$ cat src/rtl/irq_controller.sv
// irq_controller: maskable edge/level interrupt controller, lowest channel index wins.
// Optional macro IRQ_SYNC_EN adds a 2-flop synchroniser on every irq_in bit.
module irq_controller #(
  parameter int NUM_CH  = 4,
  parameter int NUM_W   = 32,
  parameter int HOLDOFF = 2
) (
  input  logic              clk,
  input  logic              rst,
  input  logic [NUM_CH-1:0] irq_in,
  input  logic              cfg_we,
  input  logic [1:0]        cfg_addr,
  input  logic [31:0]       cfg_wdata,
  output logic [31:0]       cfg_rdata,
  output logic              INTin,
  output logic [NUM_W-1:0]  INTnum,
  input  logic              int_ack,
  output logic [1:0]        state_dbg
);

  // Handshake: INTin rises with INTnum valid and both hold until the cycle
  // int_ack=1 is sampled in REQ; INTin drops on the following cycle.
  typedef enum logic [1:0] {
    IDLE = 2'd0,
    REQ  = 2'd1,
    HOLD = 2'd2
  } state_t;

  state_t            state_q, state_n;
  logic [NUM_CH-1:0] irq_s, irq_prev;
  logic [NUM_CH-1:0] mask_q, edge_q, pend_q, pend_n;
  logic [NUM_CH-1:0] rise, clr;
  logic [31:0]       base_q;
  logic [4:0]        ch_q, win_ch;
  logic [3:0]        hold_q, hold_n;
  logic [NUM_W-1:0]  num_q;
  logic              win_any, grant, ack_hit;

`ifdef IRQ_SYNC_EN
  logic [NUM_CH-1:0] sync_q1, sync_q2;

  always_ff @(posedge clk or posedge rst) begin
    if (rst) begin
      sync_q1 <= '0;
      sync_q2 <= '0;
    end else begin
      sync_q1 <= irq_in;
      sync_q2 <= sync_q1;
    end
  end

  assign irq_s = sync_q2;
`else
  assign irq_s = irq_in;
`endif

  // Lowest eligible index wins: scan downwards so the last hit is the lowest.
  always_comb begin
    win_any = 1'b0;
    win_ch  = '0;
    for (int i = NUM_CH - 1; i >= 0; i--) begin
      if (pend_q[i] && mask_q[i]) begin
        win_any = 1'b1;
        win_ch  = 5'(i);
      end
    end
  end

  always_comb begin
    state_n = state_q;
    hold_n  = hold_q;
    grant   = 1'b0;
    ack_hit = 1'b0;
    case (state_q)
      IDLE: begin
        if (win_any) begin
          state_n = REQ;
          grant   = 1'b1;
        end
      end
      REQ: begin
        if (int_ack) begin
          ack_hit = 1'b1;
          if (HOLDOFF == 0) begin
            state_n = IDLE;
          end else begin
            state_n = HOLD;
            hold_n  = 4'(HOLDOFF - 1);
          end
        end
      end
      HOLD: begin
        if (hold_q == 4'd0) state_n = IDLE;
        else                hold_n  = hold_q - 4'd1;
      end
      default: state_n = IDLE;
    endcase
  end

  // Edge channels: a new rising edge beats any clear in the same cycle.
  // Level channels simply mirror the sampled input.
  always_comb begin
    rise = irq_s & ~irq_prev;
    clr  = '0;
    if (cfg_we && cfg_addr == 2'd2) clr = cfg_wdata[NUM_CH-1:0];
    for (int i = 0; i < NUM_CH; i++) begin
      if (ack_hit && ch_q == 5'(i)) clr[i] = 1'b1;
    end
    pend_n = (edge_q & (rise | (pend_q & ~clr))) | (~edge_q & irq_s);
  end

  always_ff @(posedge clk or posedge rst) begin
    if (rst) begin
      state_q <= IDLE;
      hold_q  <= '0;
      ch_q    <= '0;
      num_q   <= '0;
    end else begin
      state_q <= state_n;
      hold_q  <= hold_n;
      if (grant) begin
        ch_q  <= win_ch;
        num_q <= NUM_W'(base_q) + NUM_W'(win_ch);
      end
    end
  end

  always_ff @(posedge clk or posedge rst) begin
    if (rst) begin
      mask_q   <= '0;
      edge_q   <= '1;
      pend_q   <= '0;
      base_q   <= '0;
      irq_prev <= '0;
    end else begin
      irq_prev <= irq_s;
      pend_q   <= pend_n;
      if (cfg_we) begin
        case (cfg_addr)
          2'd0:    mask_q <= cfg_wdata[NUM_CH-1:0];
          2'd1:    edge_q <= cfg_wdata[NUM_CH-1:0];
          2'd3:    base_q <= cfg_wdata;
          default: ;
        endcase
      end
    end
  end

  always_comb begin
    case (cfg_addr)
      2'd0:    cfg_rdata = 32'(mask_q);
      2'd1:    cfg_rdata = 32'(edge_q);
      2'd2:    cfg_rdata = 32'(pend_q);
      default: cfg_rdata = base_q;
    endcase
  end

  assign INTin     = (state_q == REQ);
  assign INTnum    = num_q;
  assign state_dbg = state_q;

endmodule

$ cat config.mk
export PLATFORM = sky130hd
export DESIGN_NAME = irq_controller
export DESIGN_NICKNAME = d
export VERILOG_FILES = /design/src/rtl/irq_controller.sv
export SDC_FILE = /design/constraint.sdc
export NUM_CORES = 1
export LEC_CHECK = 0
export BUFFER_PORTS_ARGS = -buffer_cell sky130_fd_sc_hd__buf_2
export CAP_MARGIN = 0
export CORE_MARGIN = 3
export CORE_UTILIZATION = 50
export CTS_BUF_LIST = sky130_fd_sc_hd__clkbuf_16
export DETAILED_ROUTE_END_ITERATION = 10
export PLACE_DENSITY = 0.76
export RECOVER_POWER = 50
export SKIP_CTS_REPAIR_TIMING = 1
export SLEW_MARGIN = 40
export SYNTH_ARGS = -nofsm -noshare
export SYNTH_HDL_FRONTEND = slang
export SYNTH_SLANG_ARGS = --single-unit
$ cat constraint.sdc
create_clock -name clk -period 3 [get_ports clk]
set_input_delay 0.15 -clock clk [delete_from_list [all_inputs] [get_ports clk]]
set_output_delay 0.15 -clock clk [all_outputs]
set_load 0.02 [all_outputs]
; ---- Word level (Yosys, flattened, before mapping)
; Index checks and enable logic that the tools add are counted.
[classes]
bitwise_logic = 9
n_eq_ne = 12
n_div = 0
shifts = 0
n_mux = 25
n_reduce_logical = 19
n_addsub = 2
multipliers = 0
n_lt_le_gt_ge = 0
[ops]
columns = op, n
row1 = $pmux 32 s3, 1
row2 = $add 32x5->32, 1
row3 = $and 4x4->4, 4
row4 = $mux 5, 3
row5 = $mux 1, 12
row6 = $mux 4, 3
row7 = $not 4->4, 3
row8 = $eq 5x2->1 const B, 2
row9 = $logic_and 1x1->1, 9
row10 = $mux 2, 4
row11 = $or 4x4->4, 2
row12 = $pmux 4 s2, 1
row13 = $eq 2x2->1 const B, 3
row14 = $ne 2x2->1 const B, 3
row15 = $pmux 2 s3, 1
row16 = $reduce_and 2->1, 3
row17 = $reduce_and 3->1, 2
row18 = $eq 5x1->1 const B, 1
row19 = $logic_not 5->1, 1
row20 = $eq 2x1->1 const B, 2
row21 = $logic_not 2->1, 2
row22 = $logic_not 4->1, 1
row23 = $sub 4x1->4 const B, 1
row24 = $ne 2x1->1 const B, 1
row25 = $reduce_bool 2->1, 1
[word_totals]
ram_bits = 0
ff_bits = 91
romBits = 0
n_memories = 0
word_cells = 76
latchBits = 0
inputBits = 42

; ---- Logic depth before layout (Yosys ltp)
[depth]
word_depth = 9
depth_mapped = 11

; ---- Worst setup path after synthesis
; No wires, ideal clock.
[synth_timing]
kind = register to register
startpoint = register pend_q[2]
endpoint = register num_q[28] (netlist: INTnum[28])
arrival_ns = 2.474
t_required_ns = 2.917
setup_slack_ns = 0.443
stages_incl_launch_ff = 12
path_cell_list = dfrtp_1 -> nand2_1 -> a32oi_1 -> a21oi_1 -> ha_1 -> inv_1 -> fa_1 -> nand3b_1 -> nor4_2 -> nand4b_1 -> xor2_1 -> o21ai_0
[synth_rtl]
columns = item, line
row1 = start: declaration, 31  ; logic [NUM_CH-1:0] mask_q, edge_q, pend_q, pend_n;
row2 = start signal: assignment, 137  ; pend_q <= pend_n;
row3 = $logic_and 1x1->1, 62  ; if (pend_q[i] && mask_q[i]) begin
row4 = $mux 5 (3 in series), 62
row5 = net win_ch[0], 34  ; logic [4:0] ch_q, win_ch;
row6 = $add 32x5->32, 123  ; num_q <= NUM_W'(base_q) + NUM_W'(win_ch);
row7 = end signal: assignment, 123
row8 = end: declaration, 36  ; logic [NUM_W-1:0] num_q;
; The timed path passes the listed nets, and every way through them passes these cells.
; A chain may end at the register's enable or synchronous reset.

; ---- Worst setup path in the final report
[layout_timing]
startpoint = register pend_q[1]
endpoint = register num_q[29] (netlist: INTnum[29])
[layout_rtl]
columns = item, line
row1 = $logic_and 1x1->1, 62
row2 = $mux 5 (2 in series), 62
row3 = net win_ch[1], 34
row4 = $add 32x5->32, 123
; The timed path passes the listed nets, and every way through them passes these cells.

==> flow_summary.yaml <==
outcome:
  run_status: "finished with violations"
  violations: "capacitance limit, slew limit"
placement:
  io_buffers: 108
  placedCellCount: 603
  place_hpwl_um: 7970
  place.gp.congestion: 0.862
pwr:
  total_power_mw: 4.39
  ir_worst_vdd_mv: 0.353
  cellPowerDensity_nw_per_um2: 834
  power.leakage_nw: 2.44
setup_path:
  reg2reg_slack_ps: 300
  cp_slowest_cell: "or4_4"
  crit_chain: "a22o_1 > nand2b_1 > inv_1 > ha_1 > a21oi_1 > or4_4 > nor4_1 > xnor2_1 > o21ai_1"
  crit_fanout: 12
  crit_start: "pend_q[1]"
  worst-path-stages: 9
  cp-end-kind: "flop"
  endpoint: "INTnum[29]"
  cp.arrival_ps: 2890
  cpLargestDelayFamily: "simple AND/OR/NAND/NOR gates"
  r2r_cells: 9
  crit_type: "reg2reg"
  cp.required_ps: 3190
  critPathBufInv: 1
  regToRegStartpoint: "pend_q[1]"
  cp_slowest_stage_delay_ps: 640
  worst_setup_path_start_kind: "flop"
  r2r_end: "INTnum[29]"
timing:
  worst_pin_slew_ps: 1890
  fmax_mhz: 370
  setup_violations: 0
  rsz0062_at_grt: "false"
  final.setup.tns_ps: 0
  maxSlewViolCount: 42
  slew-limit-headroom: -0.267
  finClkSkew_ps: 8.85
  fin_crit_sh: 0.901
  whs_ps: 46.8
  period_minus_slack_ps: 2700
  hold_violations: 0
clock_network:
  cts-root-buf: "clkbuf_16"
  clk_latency_ps: 330
  clock_sinks: 88
  clkTransAtPathRegs_ps: 60
  h-tree-depth: 3
  cts-buffers-inserted: 9
  cts_tree: "yes"
  clk_path_buf_depth: 2
logic_synthesis:
  yosysWarnings: 0
  syn_area_per_cell_um2: 10.8
  netlist_area_um2: 4400
  synth_top_flop_cell: "dfrtp_1"
  synth.distinct_cells: 47
  yosysSeqAreaShare: 0.502
  synth-edff-count: 0
  synth_top_cell_by_area: "dfrtp_1"
  synth_area_leaders: "dfrtp_1 (48%), mux2_2 (11%), nand2_1 (5.0%)"
  ys_ff_latch: 88
  synth_top_area_share: 0.478
  synth_nets: 454
  ys_async_sr_fraction: 1.00
  syn_inst: 408
route:
  wl_um: 10700
  routed-wl-met2_um: 4930
  dr.pass1.iters: 4
  top_layer: "met4"
  via_per_inst: 5.55
  wl_met3_um: 633
  m1WireLength_um: 4970
  wl_per_cell_um: 17.1
  vias: 3466
  drt-initial-drc-count: 208
  antenna_left: 0
  drc: 0
grt:
  grtUsageTotal: 0.223
  grt_first_pass_wirelength_um: 17800
  grt_pass1_vias: 3564
  antenna_found_initial: 0
  gr-total-overflow: 0
  grt_max_degree: 64
floorplan:
  rows: 33
  die_area_um2: 9960
  start_util: 0.525
  io_pins: 109
  die_w_um: 99.8
  die_h_um: 99.8
  core_um2: 8380
layout:
  drive_gt1_frac: 0.273
  final_nets: 561
  syn_to_final_growth_pct: 19.6
  final_cells: 625
  fin_util: 0.628
  diodes: 0
job:
  cap_violations: 1
worst_hold_path:
  hold_path.class: "in2reg"
-- report_power, final --
group,switching [mW],total (mW),internal [mW]
logic,0.954,1.50,0.541
registers,0.357,1.93,1.57
clock network,0.420,0.966,0.545
total,1.73,4.39,2.66
-- final cells by class --
cell class,count,area [um^2]
Sequential cell,88,2210
Tap cell,105,131
Multi-Input combinational cell,286,2030
Timing Repair Buffer,118,583
Fill cell,683,3120
Clock inverter,7,32.5
Inverter,12,46.3
Clock buffer,9,225
-- worst register-to-register path, stage by stage (launching register included) --
cell and delay, ps:
dfrtp_1 410, a22o_1 250, nand2b_1 190, inv_1 60
ha_1 290, a21oi_1 90, or4_4 640, nor4_1 400
xnor2_1 170, o21ai_1 70
-- cells by family after synthesis --
family | count (synthesis) | share of synthesized area
AO/OA/AOI/OAI | 51 | 0.0666
flip-flops | 88 | 0.502
adder cells (fa/ha/maj) | 4 | 0.0131
AND/OR/NAND/NOR | 153 | 0.189
buffers and inverters | 34 | 0.0381
XOR/XNOR | 32 | 0.0637
multiplexers | 46 | 0.128
-- routing by layer --
metal  global-route usage  up-vias
li1                     -     1645
met5                    0        -
met3               0.0375       13
met1                0.335     1690
met4               0.0756        0
met2                0.331      118
-- per-stage QoR --
step,cell area [um^2],worst slack [ps]
2_1_floorplan,4400,443
3_3_place_gp,5000,460
3_5_place_dp,5000,301
4_1_cts,5260,297
5_1_grt,5260,100
6_report,5260,297
-- layout by cell type, fill, tap and decap left out, drive strengths merged, types with 5 or more instances in the layout --
cell type    count
inv             14
buf             67
and3            33
a21oi            6
dfrtp           84
nand2           59
dlygate4sd3      5
o21ai           33
nand4            7
nor2            13
xnor2           18
clkbuf          55
mux2            42
nor3             8
nand3           11
xor2            14
nor4             7
-- synth_stat cells (4+ instances only) --
cell      count
a21o_1        4
a21oi_1       6
and3_1       30
clkbuf_1     16
dfrtp_1      84
dfstp_2       4
inv_1        12
mux2_2       42
mux4_2        4
nand2_1      59
nand3_1      11
nand4_1       6
nor2_1       13
nor3_1        8
o21ai_0      28
o21ai_1       5
xnor2_1      18
xor2_1       14
-- registers in the layout, summed over array words and instances (netlist names) --
| signal | flops |
|---|---|
| INTnum | 32 |
| edge_q | 4 |
| ch_q | 2 |
| mask_q | 4 |
| state_dbg | 2 |
| irq_prev | 4 |
| base_q | 32 |
| pend_q | 4 |
| hold_q | 4 |
-- worst min-delay path by stage --
stage / cells after the start / slack [ps] / startpoint / endpoint
after floorplan: 0 / 180 / irq_in[0] / irq_prev[0]
after global placement: 2 / 280 / rst / base_q[7]
after detailed placement: 1 / 280 / irq_in[0] / irq_prev[0]
after CTS: 1 / -70 / irq_in[0] / irq_prev[0]
after global routing: 2 / 40 / cfg_wdata[20] / base_q[20]
final: 2 / 50 / cfg_wdata[20] / base_q[20]
Power figures use the tool's default switching activity.
